$ cat src/rtl/washer_sequencer_if.sv
// Station-side bundle for washer_sequencer: request/abort in, arm/magnet control and status out.
// washerSense is present only when WASHER_SENSE_EN is defined.
interface washer_sequencer_if;
    logic start;
    logic op;
    logic abort;
`ifdef WASHER_SENSE_EN
    logic washerSense;
`endif
    logic controlEM;
    logic controlServo;
    logic busy;
    logic holding;
    logic done;
    logic err;

    modport master (
        output start, op, abort,
        input  controlEM, controlServo, busy, holding, done, err
`ifdef WASHER_SENSE_EN
        , output washerSense
`endif
    );

    modport slave (
        input  start, op, abort,
        output controlEM, controlServo, busy, holding, done, err
`ifdef WASHER_SENSE_EN
        , input washerSense
`endif
    );
endinterface

$ cat src/rtl/washer_sequencer.sv
// Timed pickup/drop sequencer driving the electromagnet and servo PWM stage.
// Optional WASHER_SENSE_EN adds washer-present sensing with bounded pickup retries.
module washer_sequencer #(
    parameter int unsigned TICK_DIV  = 100000,
    parameter int unsigned T_LOWER   = 500,
    parameter int unsigned T_GRAB    = 300,
    parameter int unsigned T_RAISE   = 500,
    parameter int unsigned T_RELEASE = 300,
    parameter int unsigned MAX_RETRY = 2
) (
    input  logic               CLK,
    input  logic               RST,
    washer_sequencer_if.slave  bus
);

    typedef enum logic [2:0] {
        IDLE, P_LOWER, P_GRAB, P_RAISE, HOLD, D_LOWER, D_RELEASE, D_RAISE
    } state_t;

    localparam int unsigned PS_W = $clog2(TICK_DIV);

    // A zero dwell still spends one full ms tick in the state.
    localparam logic [15:0] TL_EFF  = (T_LOWER   == 0) ? 16'd1 : 16'(T_LOWER);
    localparam logic [15:0] TG_EFF  = (T_GRAB    == 0) ? 16'd1 : 16'(T_GRAB);
    localparam logic [15:0] TR_EFF  = (T_RAISE   == 0) ? 16'd1 : 16'(T_RAISE);
    localparam logic [15:0] TRL_EFF = (T_RELEASE == 0) ? 16'd1 : 16'(T_RELEASE);

    state_t          state, state_nxt;
    logic [PS_W-1:0] presc;
    logic [15:0]     ms;
    logic [15:0]     dwell_last;
    logic            timed, tick_wrap, dwell_end;
    logic            done_nxt, err_nxt;
    logic            em_nxt, servo_nxt, busy_nxt, hold_nxt;
    logic            em_q, servo_q, busy_q, hold_q, done_q, err_q;

`ifdef WASHER_SENSE_EN
    localparam int unsigned RETRY_W = $clog2(MAX_RETRY + 2);
    logic [RETRY_W-1:0] retries;
    logic               retry_inc;
`endif

    assign timed     = (state != IDLE) && (state != HOLD);
    assign tick_wrap = (presc == PS_W'(TICK_DIV - 1));
    assign dwell_end = tick_wrap && (ms == dwell_last);

    always_comb begin
        unique case (state)
            P_LOWER, D_LOWER: dwell_last = TL_EFF - 16'd1;
            P_GRAB:           dwell_last = TG_EFF - 16'd1;
            P_RAISE, D_RAISE: dwell_last = TR_EFF - 16'd1;
            D_RELEASE:        dwell_last = TRL_EFF - 16'd1;
            default:          dwell_last = 16'd0;
        endcase
    end

    // State register, dwell counters and registered outputs.
    always_ff @(posedge CLK) begin
        if (RST) begin
            state   <= IDLE;
            presc   <= '0;
            ms      <= 16'd0;
            em_q    <= 1'b0;
            servo_q <= 1'b1;
            busy_q  <= 1'b0;
            hold_q  <= 1'b0;
            done_q  <= 1'b0;
            err_q   <= 1'b0;
        end else begin
            state <= state_nxt;
            if ((state_nxt != state) || !timed) begin
                presc <= '0;
                ms    <= 16'd0;
            end else if (tick_wrap) begin
                presc <= '0;
                ms    <= ms + 16'd1;
            end else begin
                presc <= presc + PS_W'(1);
            end
            em_q    <= em_nxt;
            servo_q <= servo_nxt;
            busy_q  <= busy_nxt;
            hold_q  <= hold_nxt;
            done_q  <= done_nxt;
            err_q   <= err_nxt;
        end
    end

`ifdef WASHER_SENSE_EN
    always_ff @(posedge CLK) begin
        if (RST || (state_nxt == IDLE) || (state_nxt == HOLD))
            retries <= '0;
        else if (retry_inc)
            retries <= retries + RETRY_W'(1);
    end
`endif

    // Next state plus the done/err pulse that accompanies each transition.
    always_comb begin
        state_nxt = state;
        done_nxt  = 1'b0;
        err_nxt   = 1'b0;
`ifdef WASHER_SENSE_EN
        retry_inc = 1'b0;
`endif
        case (state)
            IDLE: if (bus.start) begin
                if (!bus.op) state_nxt = P_LOWER;
                else         err_nxt   = 1'b1;
            end
            HOLD: if (bus.start) begin
                if (bus.op)  state_nxt = D_LOWER;
                else         err_nxt   = 1'b1;
            end
            default: begin
                if (bus.abort) begin
                    state_nxt = IDLE;
                    err_nxt   = 1'b1;
                end else if (dwell_end) begin
                    case (state)
                        P_LOWER:   state_nxt = P_GRAB;
                        P_GRAB:    state_nxt = P_RAISE;
                        P_RAISE: begin
`ifdef WASHER_SENSE_EN
                            if (bus.washerSense) begin
                                state_nxt = HOLD;
                                done_nxt  = 1'b1;
                            end else if (retries < RETRY_W'(MAX_RETRY)) begin
                                state_nxt = P_LOWER;
                                retry_inc = 1'b1;
                            end else begin
                                state_nxt = IDLE;
                                err_nxt   = 1'b1;
                            end
`else
                            state_nxt = HOLD;
                            done_nxt  = 1'b1;
`endif
                        end
                        D_LOWER:   state_nxt = D_RELEASE;
                        D_RELEASE: state_nxt = D_RAISE;
                        D_RAISE: begin
                            state_nxt = IDLE;
                            done_nxt  = 1'b1;
                        end
                        default:   state_nxt = state;
                    endcase
                end
            end
        endcase
    end

    // Level outputs decoded from the next state so they move on the same edge.
    always_comb begin
        em_nxt    = 1'b0;
        servo_nxt = 1'b1;
        busy_nxt  = 1'b1;
        hold_nxt  = 1'b0;
        unique case (state_nxt)
            IDLE:      begin em_nxt = 1'b0; servo_nxt = 1'b1; busy_nxt = 1'b0; end
            P_LOWER:   begin em_nxt = 1'b0; servo_nxt = 1'b0; end
            P_GRAB:    begin em_nxt = 1'b1; servo_nxt = 1'b0; end
            P_RAISE:   begin em_nxt = 1'b1; servo_nxt = 1'b1; end
            HOLD:      begin em_nxt = 1'b1; servo_nxt = 1'b1; busy_nxt = 1'b0; hold_nxt = 1'b1; end
            D_LOWER:   begin em_nxt = 1'b1; servo_nxt = 1'b0; end
            D_RELEASE: begin em_nxt = 1'b0; servo_nxt = 1'b0; end
            D_RAISE:   begin em_nxt = 1'b0; servo_nxt = 1'b1; end
            default:   begin em_nxt = 1'b0; servo_nxt = 1'b1; busy_nxt = 1'b0; end
        endcase
    end

    assign bus.controlEM    = em_q;
    assign bus.controlServo = servo_q;
    assign bus.busy         = busy_q;
    assign bus.holding      = hold_q;
    assign bus.done         = done_q;
    assign bus.err          = err_q;

endmodule

$ cat src/flat_wrapper.sv
// flat-port wrapper written by rule: the top's interface ports become plain ports
module washer_sequencer_flat 
#(
    parameter int unsigned TICK_DIV  = 100000,
    parameter int unsigned T_LOWER   = 500,
    parameter int unsigned T_GRAB    = 300,
    parameter int unsigned T_RAISE   = 500,
    parameter int unsigned T_RELEASE = 300,
    parameter int unsigned MAX_RETRY = 2
)
  (CLK, RST, bus_start, bus_op, bus_abort, bus_controlEM, bus_controlServo, bus_busy, bus_holding, bus_done, bus_err);
  washer_sequencer_if bus_i ();
  input  logic CLK;
  input  logic RST;
  input wire logic [$bits(bus_i.start)-1:0] bus_start;
  input wire logic [$bits(bus_i.op)-1:0] bus_op;
  input wire logic [$bits(bus_i.abort)-1:0] bus_abort;
  output wire logic [$bits(bus_i.controlEM)-1:0] bus_controlEM;
  output wire logic [$bits(bus_i.controlServo)-1:0] bus_controlServo;
  output wire logic [$bits(bus_i.busy)-1:0] bus_busy;
  output wire logic [$bits(bus_i.holding)-1:0] bus_holding;
  output wire logic [$bits(bus_i.done)-1:0] bus_done;
  output wire logic [$bits(bus_i.err)-1:0] bus_err;
  assign bus_i.start = bus_start;
  assign bus_i.op = bus_op;
  assign bus_i.abort = bus_abort;
  assign bus_controlEM = bus_i.controlEM;
  assign bus_controlServo = bus_i.controlServo;
  assign bus_busy = bus_i.busy;
  assign bus_holding = bus_i.holding;
  assign bus_done = bus_i.done;
  assign bus_err = bus_i.err;
  washer_sequencer #(.TICK_DIV(TICK_DIV), .T_LOWER(T_LOWER), .T_GRAB(T_GRAB), .T_RAISE(T_RAISE), .T_RELEASE(T_RELEASE), .MAX_RETRY(MAX_RETRY)) u_core (.CLK(CLK), .RST(RST), .bus(bus_i));
endmodule
$ cat config.mk
export PLATFORM = sky130hd
export DESIGN_NAME = washer_sequencer_flat
export DESIGN_NICKNAME = d
export VERILOG_FILES = /design/src/rtl/washer_sequencer_if.sv /design/src/rtl/washer_sequencer.sv /design/src/flat_wrapper.sv
export SDC_FILE = /design/constraint.sdc
export NUM_CORES = 1
export LEC_CHECK = 0
export ABC_AREA = 1
export CORE_AREA = 2 2 83 85
export CTS_CLUSTER_SIZE = 14
export DETAILED_ROUTE_END_ITERATION = 7
export DIE_AREA = 0 0 85 87
export GPL_TIMING_DRIVEN = 0
export PLACE_DENSITY_LB_ADDON = 0.25
export SYNTH_ARGS = -nofsm -noshare
export SYNTH_HDL_FRONTEND = slang
export SYNTH_SLANG_ARGS = --single-unit
$ cat constraint.sdc
create_clock -name CLK -period 2.89 [get_ports CLK]
set_input_delay 0.578 -clock CLK [delete_from_list [all_inputs] [get_ports CLK]]
set_output_delay 0.578 -clock CLK [all_outputs]
set_load 0.05 [all_outputs]
==> results of run 1 <==
## cells by family after synthesis
logic type	Yosys count	synth area share (%)
buf+inv	54	8.72
fa+ha+maj	13	6.48
flops	42	33.5
xor+xnor	22	7.67
compound gates	20	4.34
simple gates	191	39.3
## power by group
group | leakage (nW) | switching (mW) | internal [mW]
Combinational | 0.645 | 0.113 | 0.0585
Sequential | 0.340 | 0.00668 | 0.589
Clock | 0.0573 | 0.197 | 0.276
## metal layers
metal,wire [um],up-vias,share of wire [%]
met4,61,0,1.3
met5,0,-,0
met2,2060,13,44
met1,2440,916,52
li1,-,1107,-
met3,126,5,2.7
## cell usage after synthesis
library cell and count:
nand4_1 7, nor3_2 5, or2_2 3, a21oi_2 1, nand3b_1 1, buf_4 1, a21oi_1 6, dfxtp_1 42
xnor2_1 6, nor3_1 4, xor2_1 16, inv_2 3, nand2_2 3, inv_1 48, o21ai_0 10, nand2_1 60
o31ai_1 1, ha_1 13, nor4_1 3, nand4_4 1, nor2_4 14, buf_2 1, nor2_2 4, nand3_2 3
o22ai_1 2, buf_8 1, nand3_1 31, nor2_1 52
## worst max-delay path by stage
stage	end	slack, ns	depth (start not counted)
after floorplan	u_core.bus.controlServo	0.46	14
after global placement	u_core.bus.controlServo	0.1	14
after detailed placement	u_core.bus.controlServo	0.08	14
after CTS	u_core.bus.controlServo	0.07	14
after global routing	u_core.bus.controlEM	0.03	16
final	u_core.bus.controlServo	0.29	15
## state kept, by name, summed over array words and instances (netlist names)
signal	count
u_core.bus.busy	1
u_core.ms	16
u_core.presc	17
u_core.bus.controlServo	1
u_core.state	3
u_core.bus.done	1
u_core.bus.err	1
u_core.bus.holding	1
u_core.bus.controlEM	1
## critical path: cells and delay by family, from the launching register on
kind,cells,cell delay [ns]
fa+ha+maj,2,0.51
compound gates,1,0.20
buf+inv,3,0.41
flops,1,0.36
simple gates,9,1.01
## layout by cell type, fill, tap and decap left out
cell / n
nand2_1: 60
nor2_4: 14
nand3_1: 31
a21oi_2: 1
nor3_1: 4
o21ai_0: 8
clkbuf_8: 6
buf_4: 1
inv_1: 48
dfxtp_2: 2
nand3_2: 3
nor2_1: 52
buf_8: 1
inv_2: 3
nor2_2: 4
nor3_2: 5
o21ai_1: 2
nand3b_1: 1
or2_2: 3
nor4_1: 3
o22ai_1: 2
nand4_1: 7
clkdlybuf4s50_1: 10
bufinv_16: 1
buf_2: 1
a21oi_1: 6
ha_4: 1
xnor2_1: 6
o31ai_1: 1
ha_1: 12
dfxtp_1: 40
xor2_1: 16
nand2_2: 3
nand4_4: 1
## through the flow
step | cells | utilization [%] | cell area [um2]
floorplan | 342 | - | 2510
global route | 439 | 43.2 | 2840
global placement | 432 | 41.3 | 2710
finish | 439 | 43.2 | 2840
detailed placement | 432 | 41.3 | 2710
CTS | 439 | 43.0 | 2820
## timing repair
action	in CTS	in global routing
gates resized for setup	0	6
endpoints found under the hold margin	0	0
setup endpoints to repair	0	2
## final cells by class
type                            count  area, um2  area share [%]
Clock inverter                      1       30.0            1.06
Inverter                           51        191            6.74
Tap cell                           80        100            3.53
Buffer                              3       27.5           0.970
Sequential cell                    42        843            29.7
Timing Repair Buffer               10        100            3.53
Multi-Input combinational cell    246       1460            51.6
Clock buffer                        6       82.6            2.91
==> results_dict.tcl, run 1 <==
set metrics [dict create \
    status "completed" \
    dp_slack_ns 0.0824 \
    end_kind "register" \
    post_cts_buffers 0 \
    drtIter0Drc 78 \
    grt_pass1_vias 1854 \
    first_pass_iters 4 \
    initial_core_util_pct 38.2 \
    syn_inst 342 \
    fin_crit_sh_pct 90.0 \
    p_total_mw 1.24 \
    slew_headroom_pct 65.3 \
    fp.dieArea_um2 7400 \
    yosysWarnings 0 \
    period_needed_ns 2.60 \
    worst_path_max_delay_cell "dfxtp_2" \
    cts_buffer_depth 2 \
    grt_util_met3_pct 2.84 \
    cp.required_ns 3.07 \
    setup_viol 0 \
    grt_max_degree 13 \
    holdWs_ns 0.475 \
    routedWlPerCell_um 10.7 \
    hold_start "u_core.presc[0]" \
    ios 11 \
    core.rowCount 30 \
    grt_use_total_pct 13.2 \
    synth_nets 360 \
    vdd_drop_max_v 0.000357 \
    report.final.hold_viol_count 0 \
    cp_max_fo 7 \
    die_h_um 87 \
    reg2reg_from "u_core.state[0]" \
    grt-busiest-layer "met2" \
    startpoint "u_core.state[0]" \
    num_antenna_cells 0 \
    rsz0062_at_grt "no" \
    die_x_um 85 \
    drive_above_1_share_pct 13.9 \
    synth.avg_cell_area_um2 7.34 \
    wl_um 4680 \
    clock-sinks 42 \
    h-tree-depth 2 \
    tightest_slew_ns 0.519 \
    clkSlewWorstSetupHoldPaths_ns 0.08 \
    seq_area_frac_synth_pct 33.5 \
    port_buffers 10 \
    crit_type "reg -> reg" \
    synthToLayoutAreaGrowth_pct 13.1 \
    fmax_ghz 0.384 \
    crit_chain "inv_1 -> ha_4 -> inv_2 -> nand2_2 -> nand2_1 -> nor2_2 -> nand3_2 -> nor2_4 -> nand3_1 -> nand3_1 -> nand2_1 -> o21ai_1 -> inv_1 -> ha_1 -> or2_2" \
    root_buffer "clkbuf_8" \
    clock_latency_ns 0.30 \
    yosys.area.top_type "dfxtp_1" \
    cts_buffers 5 \
    fin_nets 377 \
    r2r_setup_slack_ns 0.29 \
    rr_worst_depth 15 \
    viasPerCell 4.65 \
    cts_tree "built" \
    use_met1_pct 18.0 \
    synth.distinct_cells 28 \
    cpPeakStageDelay_ns 0.36 \
    holdPathStages 1 \
    fin_worst_skew_ns 0.00813 \
    maxSlewViolCount 0 \
    grt_overflow 0 \
    setup_slack_ns 0.288 \
    cp-start-kind "register" \
    tns_ns 0 \
    drcViolationCount 0 \
    cp.arrival_ns 2.79 \
    netlist.area_leader.share_pct 33.5 \
    antenna_found_initial 0 \
    leakagePower_nw 1.04 \
    fill_cells 654 \
    hold_buffers 0 \
    core_um2 6570 \
    maxCapViolCount 0 \
    synth_seq_cells 42 \
    grt_pass1_wl_um 8090 \
    vias 2041 \
    synth_area_um2 2510 \
    grt_use_met2_pct 20.9 \
    hp-class "reg -> reg" \
    ant_nets 0 \
    reg2reg_to "u_core.bus.controlServo" \
    hpwl_um 3590 \
    cellPowerDensity_nw_per_um2 437 \
    gp_congestion 0.848 \
    min_to "u_core.presc[0]" \
    synth_area_leaders "dfxtp_1 (33%), nand2_1 (9.0%), nor2_1 (7.8%)" \
]
Note: power is estimated with default switching activity, not from simulation.
==> inputs of run 2 (changes only) <==
--- a/config.mk
+++ b/config.mk
@@ -6,10 +6,11 @@
 export NUM_CORES = 1
 export LEC_CHECK = 0
 export ABC_AREA = 1
-export CORE_AREA = 2 2 83 85
+export CORE_AREA = 2 2 74 76
+export CTS_CLUSTER_DIAMETER = 30
 export CTS_CLUSTER_SIZE = 14
 export DETAILED_ROUTE_END_ITERATION = 7
-export DIE_AREA = 0 0 85 87
+export DIE_AREA = 0 0 76 78
 export GPL_TIMING_DRIVEN = 0
 export PLACE_DENSITY_LB_ADDON = 0.25
 export SYNTH_ARGS = -nofsm -noshare
==> results_dict.tcl, run 2 (synthesized netlist as in run 1, its figures left out) <==
set metrics [dict create \
    status "completed" \
    tightest_slew_ns 0.499 \
    vdd_drop_max_v 0.000373 \
    fin_nets 377 \
    synthToLayoutAreaGrowth_pct 10.7 \
    clkSlewWorstSetupHoldPaths_ns 0.07 \
    core.rowCount 26 \
    cp.arrival_ns 2.79 \
    die_x_um 76 \
    period_needed_ns 2.62 \
    grt_pass1_vias 1963 \
    cts_buffer_depth 2 \
    reg_top3 "u_core.presc: 17 flops, u_core.ms: 16 flops, u_core.state: 3 flops" \
    report.final.hold_viol_count 0 \
    drcViolationCount 0 \
    cts_buffers 5 \
    port_buffers 10 \
    cp_max_fo 7 \
    setup_viol 0 \
    cellPowerDensity_nw_per_um2 401 \
    ant_nets 0 \
    routedWlPerCell_um 10.5 \
    cp-start-kind "register" \
    hold_buffers 0 \
    root_buffer "clkbuf_8" \
    cp.required_ns 3.06 \
    vias 2089 \
    fin_crit_sh_pct 90.5 \
    tns_ns 0 \
    fill_cells 462 \
    crit_type "reg -> reg" \
    layout_commonest_cell "nand2_1" \
    multi_input_area_um2 1450 \
    viasPerCell 4.87 \
    wl_um 4510 \
    first_pass_iters 4 \
    clock-sinks 42 \
    largest_register_ffs 17 \
    largest_register "u_core.presc" \
    h-tree-depth 2 \
    end_kind "register" \
    fin_worst_skew_ns 0.00653 \
    hpwl_um 3510 \
    fmax_ghz 0.382 \
    drtIter0Drc 143 \
    grt_max_degree 12 \
    leakagePower_nw 1.02 \
    hp-class "reg -> reg" \
    antenna_found_initial 0 \
    p_total_mw 1.11 \
    grt_overflow 0 \
    drive_above_1_share_pct 13.4 \
    slew_headroom_pct 66.6 \
    cts_tree "built" \
    clock_latency_ns 0.29 \
    rsz0062_at_grt "no" \
    fp.dieArea_um2 5930 \
    grt_use_total_pct 16.4 \
    final_cell_mix "nand2_1 (60), nor2_1 (52), inv_1 (47), dfxtp_1 (41), nand3_1 (31)" \
    num_antenna_cells 0 \
    maxCapViolCount 0 \
    seq_area_um2 842 \
    ios 11 \
    core_um2 5040 \
    maxSlewViolCount 0 \
    grt_pass1_wl_um 8220 \
    gp_congestion 0.884 \
    die_h_um 78 \
    initial_core_util_pct 49.8 \
]
-- run 2: per-stage QoR --
step	util, %	cells	setup slack (ns)	instance area [um2]	hold slack [ns]
after detailed placement	53.5	422	0.148	2700	0.461
final	55.1	429	0.273	2780	0.477
after global routing	55.1	429	0.0349	2780	0.501
after floorplan	-	342	0.465	2510	0.447
after CTS	55.0	429	0.133	2780	0.481
after global placement	53.5	422	0.186	2700	0.460
-- run 2: final timing paths --
path | from | endpoint | slack [ns] | depth (start not counted)
hold / removal | u_core.presc[0] | u_core.presc[0] | 0.48 | 1
hold reg to reg | u_core.presc[0] | u_core.presc[0] | 0.48 | 1
setup reg to reg | u_core.state[1] | u_core.bus.controlServo | 0.27 | 15
setup / recovery | u_core.state[1] | u_core.bus.controlServo | 0.27 | 15
-- run 2: where the power goes --
part,internal (mW),leakage (nW),switching (mW),total [mW]
Combinational,0.0566,0.643,0.112,0.168
Sequential,0.589,0.340,0.00669,0.595
Clock,0.166,0.0383,0.184,0.350
-- run 2: critical path, stage by stage (launching register included) --
cell and delay (ns):
dfxtp_2 0.35, inv_1 0.17, ha_2 0.29, inv_2 0.08, nand2_2 0.07, nand2_1 0.06
nor2_2 0.08, nand3_2 0.09, nor2_4 0.17, nand2_2 0.08, nand2_1 0.06, nand3_1 0.09
o21ai_0 0.19, inv_1 0.14, ha_1 0.30, or2_2 0.28
-- run 2: area by class of cell --
type / instances / share of cell area [%]
flip-flops and latches: 42 / 30.3
plain buffers: 3 / 0.991
clock buffers: 7 / 2.75
well taps: 70 / 3.15
repair buffers: 10 / 3.60
multi-input cells: 246 / 52.3
inverters: 51 / 6.89
-- run 2: routing by layer --
| metal | up-vias | track usage [%] | wire length, um |
|---|---|---|---|
| met5 | - | 0 | 0 |
| met4 | 0 | 3.82 | 37 |
| met3 | 5 | 3.49 | 91 |
| met2 | 21 | 28.2 | 2110 |
| met1 | 953 | 21.1 | 2270 |
| li1 | 1110 | - | - |
-- run 2: what timing repair did --
action                                  4_1_cts  5_1_grt
endpoints found under the setup margin        0        2
resized for setup                             0        4
setup buffers                                 0        0
